### src/rtl/hazard_ctrl_sb.sv
// hazard_ctrl_sb: forwarding selects, load-use and multiplier-scoreboard stalls, PC-write flushes.
// Latency: all hazard outputs are combinational (0 cycles); scoreboard entries load on the issuing edge.
// Backpressure: StallF/StallD hold fetch/decode, FlushD/FlushE insert bubbles; no internal buffering.
//
// Ports:
//   clk, rst (async, active-low)
//   RA_D/RAvalid_D, WA_D, RegWriteD, MulOpD      : decode-stage sources, destination, multiply flag
//   RA_E, WA_E, RegWriteE, MemtoRegE             : execute-stage sources, destination, load flag
//   WA_M/RegWriteM, WA_W/RegWriteW               : later-stage writers used for forwarding
//   PCSrcD/E/M/W, BranchTakenE                   : PC-write / branch indications
//   ForwardE (2 bits per port: 10=M, 01=W, 00=RF), ldrStallD, sbStallD, StallF, StallD,
//   FlushD, FlushE, PCWrPendingF, StallCnt, FlushCnt
// Optional feature macro: HAZ_PERF_CNT_EN (saturating stall/flush counters; tied to 0 when undefined).
module hazard_ctrl_sb #(
  parameter int NREGS         = 16,
  parameter int NRP           = 3,
  parameter int MUL_LAT       = 4,
  parameter int MUL_PIPELINED = 0,
  localparam int AW = $clog2(NREGS),
  localparam int CW = $clog2(MUL_LAT + 1)
) (
  input  logic              clk,
  input  logic              rst,
  input  logic [NRP*AW-1:0] RA_D,
  input  logic [NRP-1:0]    RAvalid_D,
  input  logic [AW-1:0]     WA_D,
  input  logic [AW-1:0]     WA_E,
  input  logic [AW-1:0]     WA_M,
  input  logic [AW-1:0]     WA_W,
  input  logic              RegWriteD,
  input  logic              RegWriteE,
  input  logic              RegWriteM,
  input  logic              RegWriteW,
  input  logic              MulOpD,
  input  logic              MemtoRegE,
  input  logic [NRP*AW-1:0] RA_E,
  input  logic              PCSrcD,
  input  logic              PCSrcE,
  input  logic              PCSrcM,
  input  logic              PCSrcW,
  input  logic              BranchTakenE,
  output logic [2*NRP-1:0]  ForwardE,
  output logic              ldrStallD,
  output logic              sbStallD,
  output logic              StallF,
  output logic              StallD,
  output logic              FlushD,
  output logic              FlushE,
  output logic              PCWrPendingF,
  output logic [31:0]       StallCnt,
  output logic [31:0]       FlushCnt
);

  // Per-register countdown to multiply writeback; nonzero means result not yet available.
  logic [CW-1:0]    r_cnt [NREGS];
  logic [NREGS-1:0] w_busy;
  logic             w_ld_match;
  logic             w_raw;
  logic             w_waw;
  logic             w_struct;
  logic             w_issue;

  always_comb begin
    for (int r = 0; r < NREGS; r++) begin
      w_busy[r] = (r_cnt[r] != '0);
    end
  end

  // Forwarding: M stage has priority over W stage.
  always_comb begin
    ForwardE = '0;
    for (int p = 0; p < NRP; p++) begin
      if (RegWriteM && (RA_E[p*AW +: AW] == WA_M)) begin
        ForwardE[2*p +: 2] = 2'b10;
      end else if (RegWriteW && (RA_E[p*AW +: AW] == WA_W)) begin
        ForwardE[2*p +: 2] = 2'b01;
      end
    end
  end

  // Load-use: a load in execute feeding any valid decode source.
  always_comb begin
    w_ld_match = 1'b0;
    for (int p = 0; p < NRP; p++) begin
      if (RAvalid_D[p] && (RA_D[p*AW +: AW] == WA_E)) begin
        w_ld_match = 1'b1;
      end
    end
  end

  assign ldrStallD = MemtoRegE & RegWriteE & w_ld_match;

  // Scoreboard lookups written as a scan over registers so a non-power-of-two
  // NREGS never indexes past the counter array.
  always_comb begin
    w_raw = 1'b0;
    w_waw = 1'b0;
    for (int r = 0; r < NREGS; r++) begin
      if (w_busy[r]) begin
        for (int p = 0; p < NRP; p++) begin
          if (RAvalid_D[p] && (RA_D[p*AW +: AW] == AW'(r))) begin
            w_raw = 1'b1;
          end
        end
        if (RegWriteD && (WA_D == AW'(r))) begin
          w_waw = 1'b1;
        end
      end
    end
  end

  // A non-pipelined multiplier holds only one op, so any live entry blocks a new multiply.
  assign w_struct = (MUL_PIPELINED == 0) && MulOpD && (|w_busy);

  assign sbStallD     = w_raw | w_waw | w_struct;
  assign PCWrPendingF = PCSrcD | PCSrcE | PCSrcM;
  assign StallD       = ldrStallD | sbStallD;
  assign StallF       = StallD | PCWrPendingF;
  assign FlushE       = StallD | BranchTakenE;
  assign FlushD       = PCWrPendingF | PCSrcW | BranchTakenE;

  // FlushD gates issue so a killed decode slot never leaves a stale entry.
  assign w_issue = MulOpD & RegWriteD & ~StallD & ~FlushD;

  // Load beats decrement; decrement only from nonzero so counters never wrap.
  always_ff @(posedge clk or negedge rst) begin
    if (!rst) begin
      for (int r = 0; r < NREGS; r++) begin
        r_cnt[r] <= '0;
      end
    end else begin
      for (int r = 0; r < NREGS; r++) begin
        if (w_issue && (WA_D == AW'(r))) begin
          r_cnt[r] <= CW'(MUL_LAT);
        end else if (w_busy[r]) begin
          r_cnt[r] <= r_cnt[r] - CW'(1);
        end
      end
    end
  end

`ifdef HAZ_PERF_CNT_EN
  logic [31:0] r_stall_cnt;
  logic [31:0] r_flush_cnt;

  always_ff @(posedge clk or negedge rst) begin
    if (!rst) begin
      r_stall_cnt <= '0;
      r_flush_cnt <= '0;
    end else begin
      if (StallD && (r_stall_cnt != 32'hFFFF_FFFF)) begin
        r_stall_cnt <= r_stall_cnt + 32'd1;
      end
      if (FlushD && (r_flush_cnt != 32'hFFFF_FFFF)) begin
        r_flush_cnt <= r_flush_cnt + 32'd1;
      end
    end
  end

  assign StallCnt = r_stall_cnt;
  assign FlushCnt = r_flush_cnt;
`else
  assign StallCnt = 32'd0;
  assign FlushCnt = 32'd0;
`endif

endmodule

### config.mk
export PLATFORM = sky130hd
export DESIGN_NAME = hazard_ctrl_sb
export DESIGN_NICKNAME = d
export VERILOG_FILES = /design/src/rtl/hazard_ctrl_sb.sv
export SDC_FILE = /design/constraint.sdc
export NUM_CORES = 1
export LEC_CHECK = 0
export BUFFER_PORTS_ARGS = -buffer_cell sky130_fd_sc_hd__clkbuf_2
export CAP_MARGIN = 20
export CORE_MARGIN = 2
export CORE_UTILIZATION = 48
export DETAILED_ROUTE_END_ITERATION = 10
export GPL_ROUTABILITY_DRIVEN = 0
export PLACE_DENSITY = 0.88
export SYNTH_ARGS = -nofsm -noshare
export SYNTH_HDL_FRONTEND = slang
export SYNTH_SLANG_ARGS = --single-unit
export TNS_END_PERCENT = 10
### constraint.sdc
create_clock -name clk -period 4.7 [get_ports clk]
set_input_delay 1.175 -clock clk [delete_from_list [all_inputs] [get_ports clk]]
set_output_delay 1.175 -clock clk [all_outputs]
set_load 0.005 [all_outputs]
# Word level (Yosys, flattened, before mapping)
# Cells that the tools add are included.
[classes]
add_sub_neg = 16
eq_ne = 69
n_mux = 137
bitwise = 16
n_reduce_logical = 127
[op_table]
columns = ["cell", "n"]
rows = [
  ["4-bit == test, second input constant", 32],
  ["1-bit two-way mux", 102],
  ["3-bit two-way mux", 32],
  ["1-bit logical AND", 90],
  ["4-bit by 3-bit == test with 1-bit output, second input constant", 16],
  ["3-bit nonzero test", 16],
  ["3-bit by 1-bit subtractor with 3-bit output, second input constant", 16],
  ["4-bit == test", 9],
  ["4-bit by 2-bit == test with 1-bit output, second input constant", 8],
  ["2-bit nonzero test", 16],
  ["4-bit by 1-bit == test with 1-bit output, second input constant", 4],
  ["4-bit logical NOT", 4],
  ["16-bit OR reduction", 1],
  ["1-bit bitwise OR", 9],
  ["2-bit two-way mux", 3],
  ["1-bit AND", 5],
  ["1-bit NOT", 2],
]
[totals]
ff_bits = 48
out_inout_bits = 77
elab_cells = 381

# Depth between registers and ports, before layout
[depth]
depth_word = 74
mapped_depth = 11

# Worst setup path before layout
# Ideal clock, no wire load.
[synth_path]
kind = "input -> output"
start = "in RA_D[8]"
end = "out StallF"
arrival_ns = 3.588
t_required_ns = 3.525
slack_ns = -0.063
stages = 8
n_path_buf = 1
path_cell_list = "clkbuf_1 nor3b_1 a32oi_1 o22ai_1 or4b_2 a311o_1 or4_4 or3_1"
[synth_between]
elab_chain_len = 68
elab_cells_between_ends = 102
[synth_rtl]
columns = ["item", "line", "text"]
rows = [
  ["start, declared", "24", "input logic [NRP*AW-1:0] RA_D,"],
  ["4-bit logical NOT", "101", "if (RAvalid_D[p] && (RA_D[p*AW +: AW] == AW'(r))) begin"],
  ["1-bit logical AND", "101", ""],
  ["1-bit two-way mux", "101", ""],
  ["1-bit two-way mux", "99", "if (w_busy[r]) begin"],
  ["1-bit two-way mux (3 in series)", "101", ""],
  ["1-bit two-way mux", "99", ""],
  ["1-bit two-way mux (3 in series)", "101", ""],
  ["1-bit two-way mux", "99", ""],
  ["(+44 left out)", "-", ""],
  ["1-bit two-way mux (3 in series)", "101", ""],
  ["1-bit two-way mux", "99", ""],
  ["1-bit two-way mux (3 in series)", "101", ""],
  ["1-bit two-way mux (*)", "99", ""],
  ["1-bit bitwise OR (*) (2 in series)", "115", "assign sbStallD = w_raw | w_waw | w_struct;"],
  ["named net sbStallD", "44", "output logic sbStallD,"],
  ["1-bit bitwise OR (*)", "117", "assign StallD = ldrStallD | sbStallD;"],
  ["1-bit bitwise OR (*)", "118", "assign StallF = StallD | PCWrPendingF;"],
  ["end, declared", "45", "output logic StallF,"],
]
# Mark *: on every way through the listed nets, which the timed path passes. The rest lies on a longest branch.

# Worst setup path after layout
[layout_path]
start = "in RAvalid_D[1]"
end = "out StallF"
[layout_between]
elab_chain_len = 68
elab_cells_between_ends = 87
[layout_rtl]
columns = ["item", "line", "text"]
rows = [
  ["start, declared", "25", "input logic [NRP-1:0] RAvalid_D,"],
  ["1-bit logical AND", "101", ""],
  ["1-bit two-way mux (2 in series)", "101", ""],
  ["1-bit two-way mux", "99", ""],
  ["1-bit two-way mux (3 in series)", "101", ""],
  ["1-bit two-way mux", "99", ""],
  ["1-bit two-way mux (3 in series)", "101", ""],
  ["1-bit two-way mux", "99", ""],
  ["1-bit two-way mux (3 in series)", "101", ""],
  ["(+40 left out)", "-", ""],
  ["1-bit two-way mux", "99", ""],
  ["1-bit two-way mux (3 in series)", "101", ""],
  ["1-bit two-way mux", "99", ""],
  ["1-bit two-way mux (3 in series)", "101", ""],
  ["1-bit two-way mux", "99", ""],
  ["1-bit bitwise OR (2 in series)", "115", ""],
  ["1-bit bitwise OR (*)", "117", ""],
  ["1-bit bitwise OR (*)", "118", ""],
]
# Every way passes the cells marked *; elsewhere a longest branch is shown, timed or not.

==> impl_results.html <==
<table>
<tr><th>Metric</th><th>Value</th></tr>
<tr><th colspan="2">Cells and area</th></tr>
<tr><td>Leading cell types in the layout, fill and taps excluded</td><td>sky130_fd_sc_hd__clkbuf_2, sky130_fd_sc_hd__conb_1, sky130_fd_sc_hd__buf_4, sky130_fd_sc_hd__dfrtp_1, sky130_fd_sc_hd__nor2_1</td></tr>
<tr><td>Antenna Diode Count</td><td>0</td></tr>
<tr><td># fillers</td><td>815</td></tr>
<tr><td>Largest register by flop count</td><td>r_cnt</td></tr>
<tr><td>Layout net count</td><td>742</td></tr>
<tr><td>Commonest non-fill, non-tap cell in the layout</td><td>sky130_fd_sc_hd__clkbuf_2</td></tr>
<tr><td>Flip-flop count of the largest register, all copies and words added</td><td>48</td></tr>
<tr><td>Fraction of final layout cells sized beyond drive strength 1</td><td>25.34%</td></tr>
<tr><td>Layout area overhead</td><td>16.37%</td></tr>
<tr><td>Cell area after layout</td><td>5363 sq um</td></tr>
<tr><td>Largest registers in the final layout</td><td>r_cnt: 48 flops</td></tr>
<tr><th colspan="2">Worst setup path</th></tr>
<tr><td>Register-to-register setup slack</td><td>1.45 ns</td></tr>
<tr><td>RR Startpoint</td><td>r_cnt[40]</td></tr>
<tr><td>Number of cell instances on the worst register-to-register path</td><td>10</td></tr>
<tr><td>CP Max Fanout</td><td>3</td></tr>
<tr><td>Destination of the worst register-to-register timing path</td><td>r_cnt[33]</td></tr>
<tr><td>Origin of the worst setup path</td><td>RAvalid_D[1]</td></tr>
<tr><td>Data required, critical path</td><td>3.52 ns</td></tr>
<tr><td>Type of element capturing the critical path</td><td>primary output</td></tr>
<tr><td>Crit start category</td><td>input pin</td></tr>
<tr><td>Arr. time, crit path</td><td>3.55 ns</td></tr>
<tr><td>Start-to-end type of the worst setup path</td><td>in -&gt; out</td></tr>
<tr><th colspan="2">STA</th></tr>
<tr><td>Accumulated negative setup slack</td><td>-0.04954 ns</td></tr>
<tr><td>Number of setup violations in the final report</td><td>3</td></tr>
<tr><td>Worst slew pin tran</td><td>0.6826 ns</td></tr>
<tr><td>Max-slew violation total from the final report</td><td>0</td></tr>
<tr><td>Post-route clock skew</td><td>0.01001 ns</td></tr>
<tr><td>Share of the clock period used by the worst path</td><td>100.4%</td></tr>
<tr><td>RSZ-0062 raised after global routing</td><td>yes</td></tr>
<tr><td>Hold violation count in the final report</td><td>0</td></tr>
<tr><td>Highest clock frequency the design can meet</td><td>211.8 MHz</td></tr>
<tr><td>Least setup slack across all paths after layout</td><td>-0.02071 ns</td></tr>
<tr><td>Final critical path time including I/O delays and setup</td><td>4.721 ns</td></tr>
<tr><td>Tightest slew margin relative to the limit</td><td>54.40%</td></tr>
<tr><th colspan="2">Synth</th></tr>
<tr><td>Flop and latch count out of synthesis</td><td>48</td></tr>
<tr><td>Yosys warning total</td><td>0</td></tr>
<tr><td>Share of the yosys chip area belonging to registers</td><td>26.07%</td></tr>
<tr><td>Netlist area before placement</td><td>4608 sq um</td></tr>
<tr><td>Synth unique cells</td><td>66</td></tr>
<tr><td>Cell count after synthesis</td><td>548</td></tr>
<tr><td>Fraction of synthesized cell area taken by the top area cell type</td><td>26.07%</td></tr>
<tr><td>Largest cells by area after synthesis</td><td>sky130_fd_sc_hd__dfrtp_1, sky130_fd_sc_hd__buf_4, sky130_fd_sc_hd__ha_1, sky130_fd_sc_hd__xor2_1, sky130_fd_sc_hd__xnor2_1</td></tr>
<tr><td>Fraction of registers with async set or reset after synthesis</td><td>100.0%</td></tr>
<tr><td>Mean instance size in the synthesized netlist</td><td>8.409 sq um</td></tr>
<tr><td>Post-synthesis cell type with the largest combined area</td><td>sky130_fd_sc_hd__dfrtp_1</td></tr>
<tr><td>EDFF count, synth</td><td>0</td></tr>
<tr><td>Main synth FF type</td><td>sky130_fd_sc_hd__dfrtp_1</td></tr>
<tr><th colspan="2">Clock tree</th></tr>
<tr><td>Deepest clock path buffer count</td><td>2</td></tr>
<tr><td>Clock-pin slew on the worst setup and hold paths</td><td>0.09 ns</td></tr>
<tr><td>CTS hold repair buffers</td><td>0</td></tr>
<tr><td>Maximum level of the CTS H-tree</td><td>2</td></tr>
<tr><td>Latest clock arrival within the worst-skew pair</td><td>0.31 ns</td></tr>
<tr><td>Total clock buffers created by CTS</td><td>5</td></tr>
<tr><td>Clock Sinks</td><td>48</td></tr>
<tr><td>Root Buffer</td><td>sky130_fd_sc_hd__clkbuf_8</td></tr>
<tr><td>Clock tree from TritonCTS</td><td>done</td></tr>
<tr><th colspan="2">Worst hold path</th></tr>
<tr><td>Worst Hold End</td><td>r_cnt[8]</td></tr>
<tr><td>Cell depth of the worst hold path</td><td>1</td></tr>
<tr><td>Startpoint of the worst hold path</td><td>r_cnt[8]</td></tr>
<tr><td>Class of the tightest hold or removal check</td><td>reg -&gt; reg</td></tr>
<tr><th colspan="2">Route</th></tr>
<tr><td>Total length of routed wires</td><td>11.94 mm</td></tr>
<tr><td>Number of vias per cell</td><td>5.436</td></tr>
<tr><td>Count of unresolved DRC violations after routing</td><td>0</td></tr>
<tr><td>Post-route antenna net violation count</td><td>0</td></tr>
<tr><td>Wire length per cell after detailed routing</td><td>15.23 um</td></tr>
<tr><td>Number of vias after detailed routing</td><td>4262</td></tr>
<tr><td>First-pass iteration count of the detailed router</td><td>5</td></tr>
<tr><td>1st-iter DRT viols</td><td>428</td></tr>
<tr><th colspan="2">GRT</th></tr>
<tr><td>GRT Resource Usage Total</td><td>22.28%</td></tr>
<tr><td>Total overflow reported by the global router</td><td>0</td></tr>
<tr><td>Global-route wire length before repair</td><td>18.35 mm</td></tr>
<tr><td>Number of antenna violations at the first check in global routing</td><td>0</td></tr>
<tr><td>Via count of the first global-routing pass</td><td>3974</td></tr>
<tr><td>Maximum number of pins on one net before global-route repair</td><td>49</td></tr>
<tr><th colspan="2">Status</th></tr>
<tr><td>Outcome</td><td>complete, but fails checks</td></tr>
<tr><td>Failing checks</td><td>setup timing</td></tr>
<tr><th colspan="2">Pwr</th></tr>
<tr><td>Peak supply drop</td><td>0.2898 mV</td></tr>
<tr><td>Total power per unit cell area</td><td>496.5 nW/um^2</td></tr>
<tr><td>Static Leakage</td><td>2.695 nW</td></tr>
<tr><td>Total Power</td><td>2.663 mW</td></tr>
<tr><th colspan="2">Die</th></tr>
<tr><td>Horizontal die dimension</td><td>102.0 um</td></tr>
<tr><td>Die Ht</td><td>102.0 um</td></tr>
<tr><td>Die Area</td><td>10400 sq um</td></tr>
<tr><td>Count of pins on the block boundary</td><td>133</td></tr>
<tr><td>Initial Util</td><td>49.64%</td></tr>
<tr><td>Core footprint</td><td>9284 sq um</td></tr>
<tr><td>Row count</td><td>35</td></tr>
<tr><th colspan="2">Placement</th></tr>
<tr><td>Placed cell area</td><td>5064 sq um</td></tr>
<tr><td>Total of buffers placed on input and output ports</td><td>68</td></tr>
<tr><td>HPWL Detailed</td><td>9.492 mm</td></tr>
<tr><th colspan="2">Run</th></tr>
<tr><td>Number of max-cap violations</td><td>0</td></tr>
</table>
-- logic make-up (layout without fill, tap and decap cells) --
kind of cell	Yosys count	after routing	synth area share, %
adder cells (fa/ha/maj)	32	32	8.688
multiplexers	18	18	4.670
AO/OA/AOI/OAI	80	80	11.57
AND/OR/NAND/NOR	201	201	24.74
flip-flops	48	48	26.07
XOR/XNOR	47	47	8.933
other	1	64	0.08138
buffers and inverters	121	165	15.26
-- through the flow --
step	worst slack [ns]	cells	hold WS, ns	utilization (%)
floorplan	0.09130	611	0.4802	-
global placement	-0.01800	762	0.4951	54.54
detailed placement	-0.08792	762	0.5150	54.54
CTS	-0.02872	773	0.5403	56.40
global route	-0.08062	784	0.5750	57.76
finish	-0.02071	784	0.5401	57.76
-- area by class of cell --
class | count | area [sq um] | share of cell area, %
multi-input cells | 442 | 3038 | 56.65
flip-flops and latches | 48 | 1201 | 22.40
repair buffers | 118 | 723.2 | 13.49
well taps | 129 | 161.4 | 3.010
inverters | 39 | 146.4 | 2.730
clock buffers | 6 | 82.58 | 1.540
clock inverters | 2 | 10.01 | 0.1867
-- worst max-delay path, cell delays in order --
cell and delay (ns):
sky130_fd_sc_hd__clkbuf_2 0.10, sky130_fd_sc_hd__and3_4 0.19, sky130_fd_sc_hd__a32oi_2 0.18, sky130_fd_sc_hd__o22ai_1 0.11, sky130_fd_sc_hd__or4b_4 0.53, sky130_fd_sc_hd__a311o_1 0.28, sky130_fd_sc_hd__or4_4 0.52, sky130_fd_sc_hd__or3_4 0.34
sky130_fd_sc_hd__clkbuf_2 0.12
-- repair_timing --
action,4_1_cts,5_1_grt
buffers inserted,3,11
endpoints found under the setup margin,3,3
pin swaps,8,8
resized for setup,15,12
-- cells in the mapped netlist (2+ instances only) --
master,n
sky130_fd_sc_hd__mux2i_1,8
sky130_fd_sc_hd__nand2b_4,3
sky130_fd_sc_hd__mux2_2,8
sky130_fd_sc_hd__nor2_1,46
sky130_fd_sc_hd__o211ai_1,3
sky130_fd_sc_hd__nand2b_1,14
sky130_fd_sc_hd__nor3_1,10
sky130_fd_sc_hd__mux4_2,2
sky130_fd_sc_hd__buf_4,64
sky130_fd_sc_hd__nand4_1,7
sky130_fd_sc_hd__or4b_1,2
sky130_fd_sc_hd__o22ai_1,4
sky130_fd_sc_hd__dfrtp_1,48
sky130_fd_sc_hd__a211oi_1,4
sky130_fd_sc_hd__inv_1,38
sky130_fd_sc_hd__xnor2_1,22
sky130_fd_sc_hd__a32oi_1,4
sky130_fd_sc_hd__or3_1,4
sky130_fd_sc_hd__and4b_1,2
sky130_fd_sc_hd__o2111ai_1,2
sky130_fd_sc_hd__and2_1,3
sky130_fd_sc_hd__clkbuf_1,14
sky130_fd_sc_hd__or4b_2,2
sky130_fd_sc_hd__a31oi_1,3
sky130_fd_sc_hd__and4bb_1,2
sky130_fd_sc_hd__a21oi_1,31
sky130_fd_sc_hd__a221oi_1,2
sky130_fd_sc_hd__o211a_1,2
sky130_fd_sc_hd__xor2_1,25
sky130_fd_sc_hd__nor3b_1,4
sky130_fd_sc_hd__nand2_1,27
sky130_fd_sc_hd__nand3_1,18
sky130_fd_sc_hd__and3_1,13
sky130_fd_sc_hd__ha_1,32
sky130_fd_sc_hd__buf_1,2
sky130_fd_sc_hd__nor2b_1,24
sky130_fd_sc_hd__nor4_1,3
sky130_fd_sc_hd__nand3b_1,6
sky130_fd_sc_hd__o21ai_0,6
sky130_fd_sc_hd__a21o_1,8
-- per-layer routing --
layer  part of all wire [%]  global-route usage, %  routed length, um  vias to the layer above
met4                    2.9                  9.333                348                        0
li1                       -                      -                  -                     1962
met3                    9.0                  4.241               1069                       39
met2                     49                  38.16               5810                      245
met1                     39                  27.54               4712                     2016
met5                      0                      0                  0                        -
-- where the power goes --
group          total [mW]  leakage, nW  switching [mW]  internal, mW
Sequential          0.769        0.566           0.126         0.643
Clock               0.257       0.0510           0.140         0.118
Combinational        1.64         2.08           0.839         0.797
-- how the worst max path moves through the flow --
stage | slack, ns | cells past startpoint | to
floorplan | 0.09 | 8 | StallF
global placement | -0.02 | 9 | StallF
detailed placement | -0.09 | 9 | StallF
CTS | -0.03 | 9 | StallF
global route | -0.08 | 10 | StallF
finish | -0.02 | 9 | StallF
Note: power is estimated with default switching activity, not from simulation.
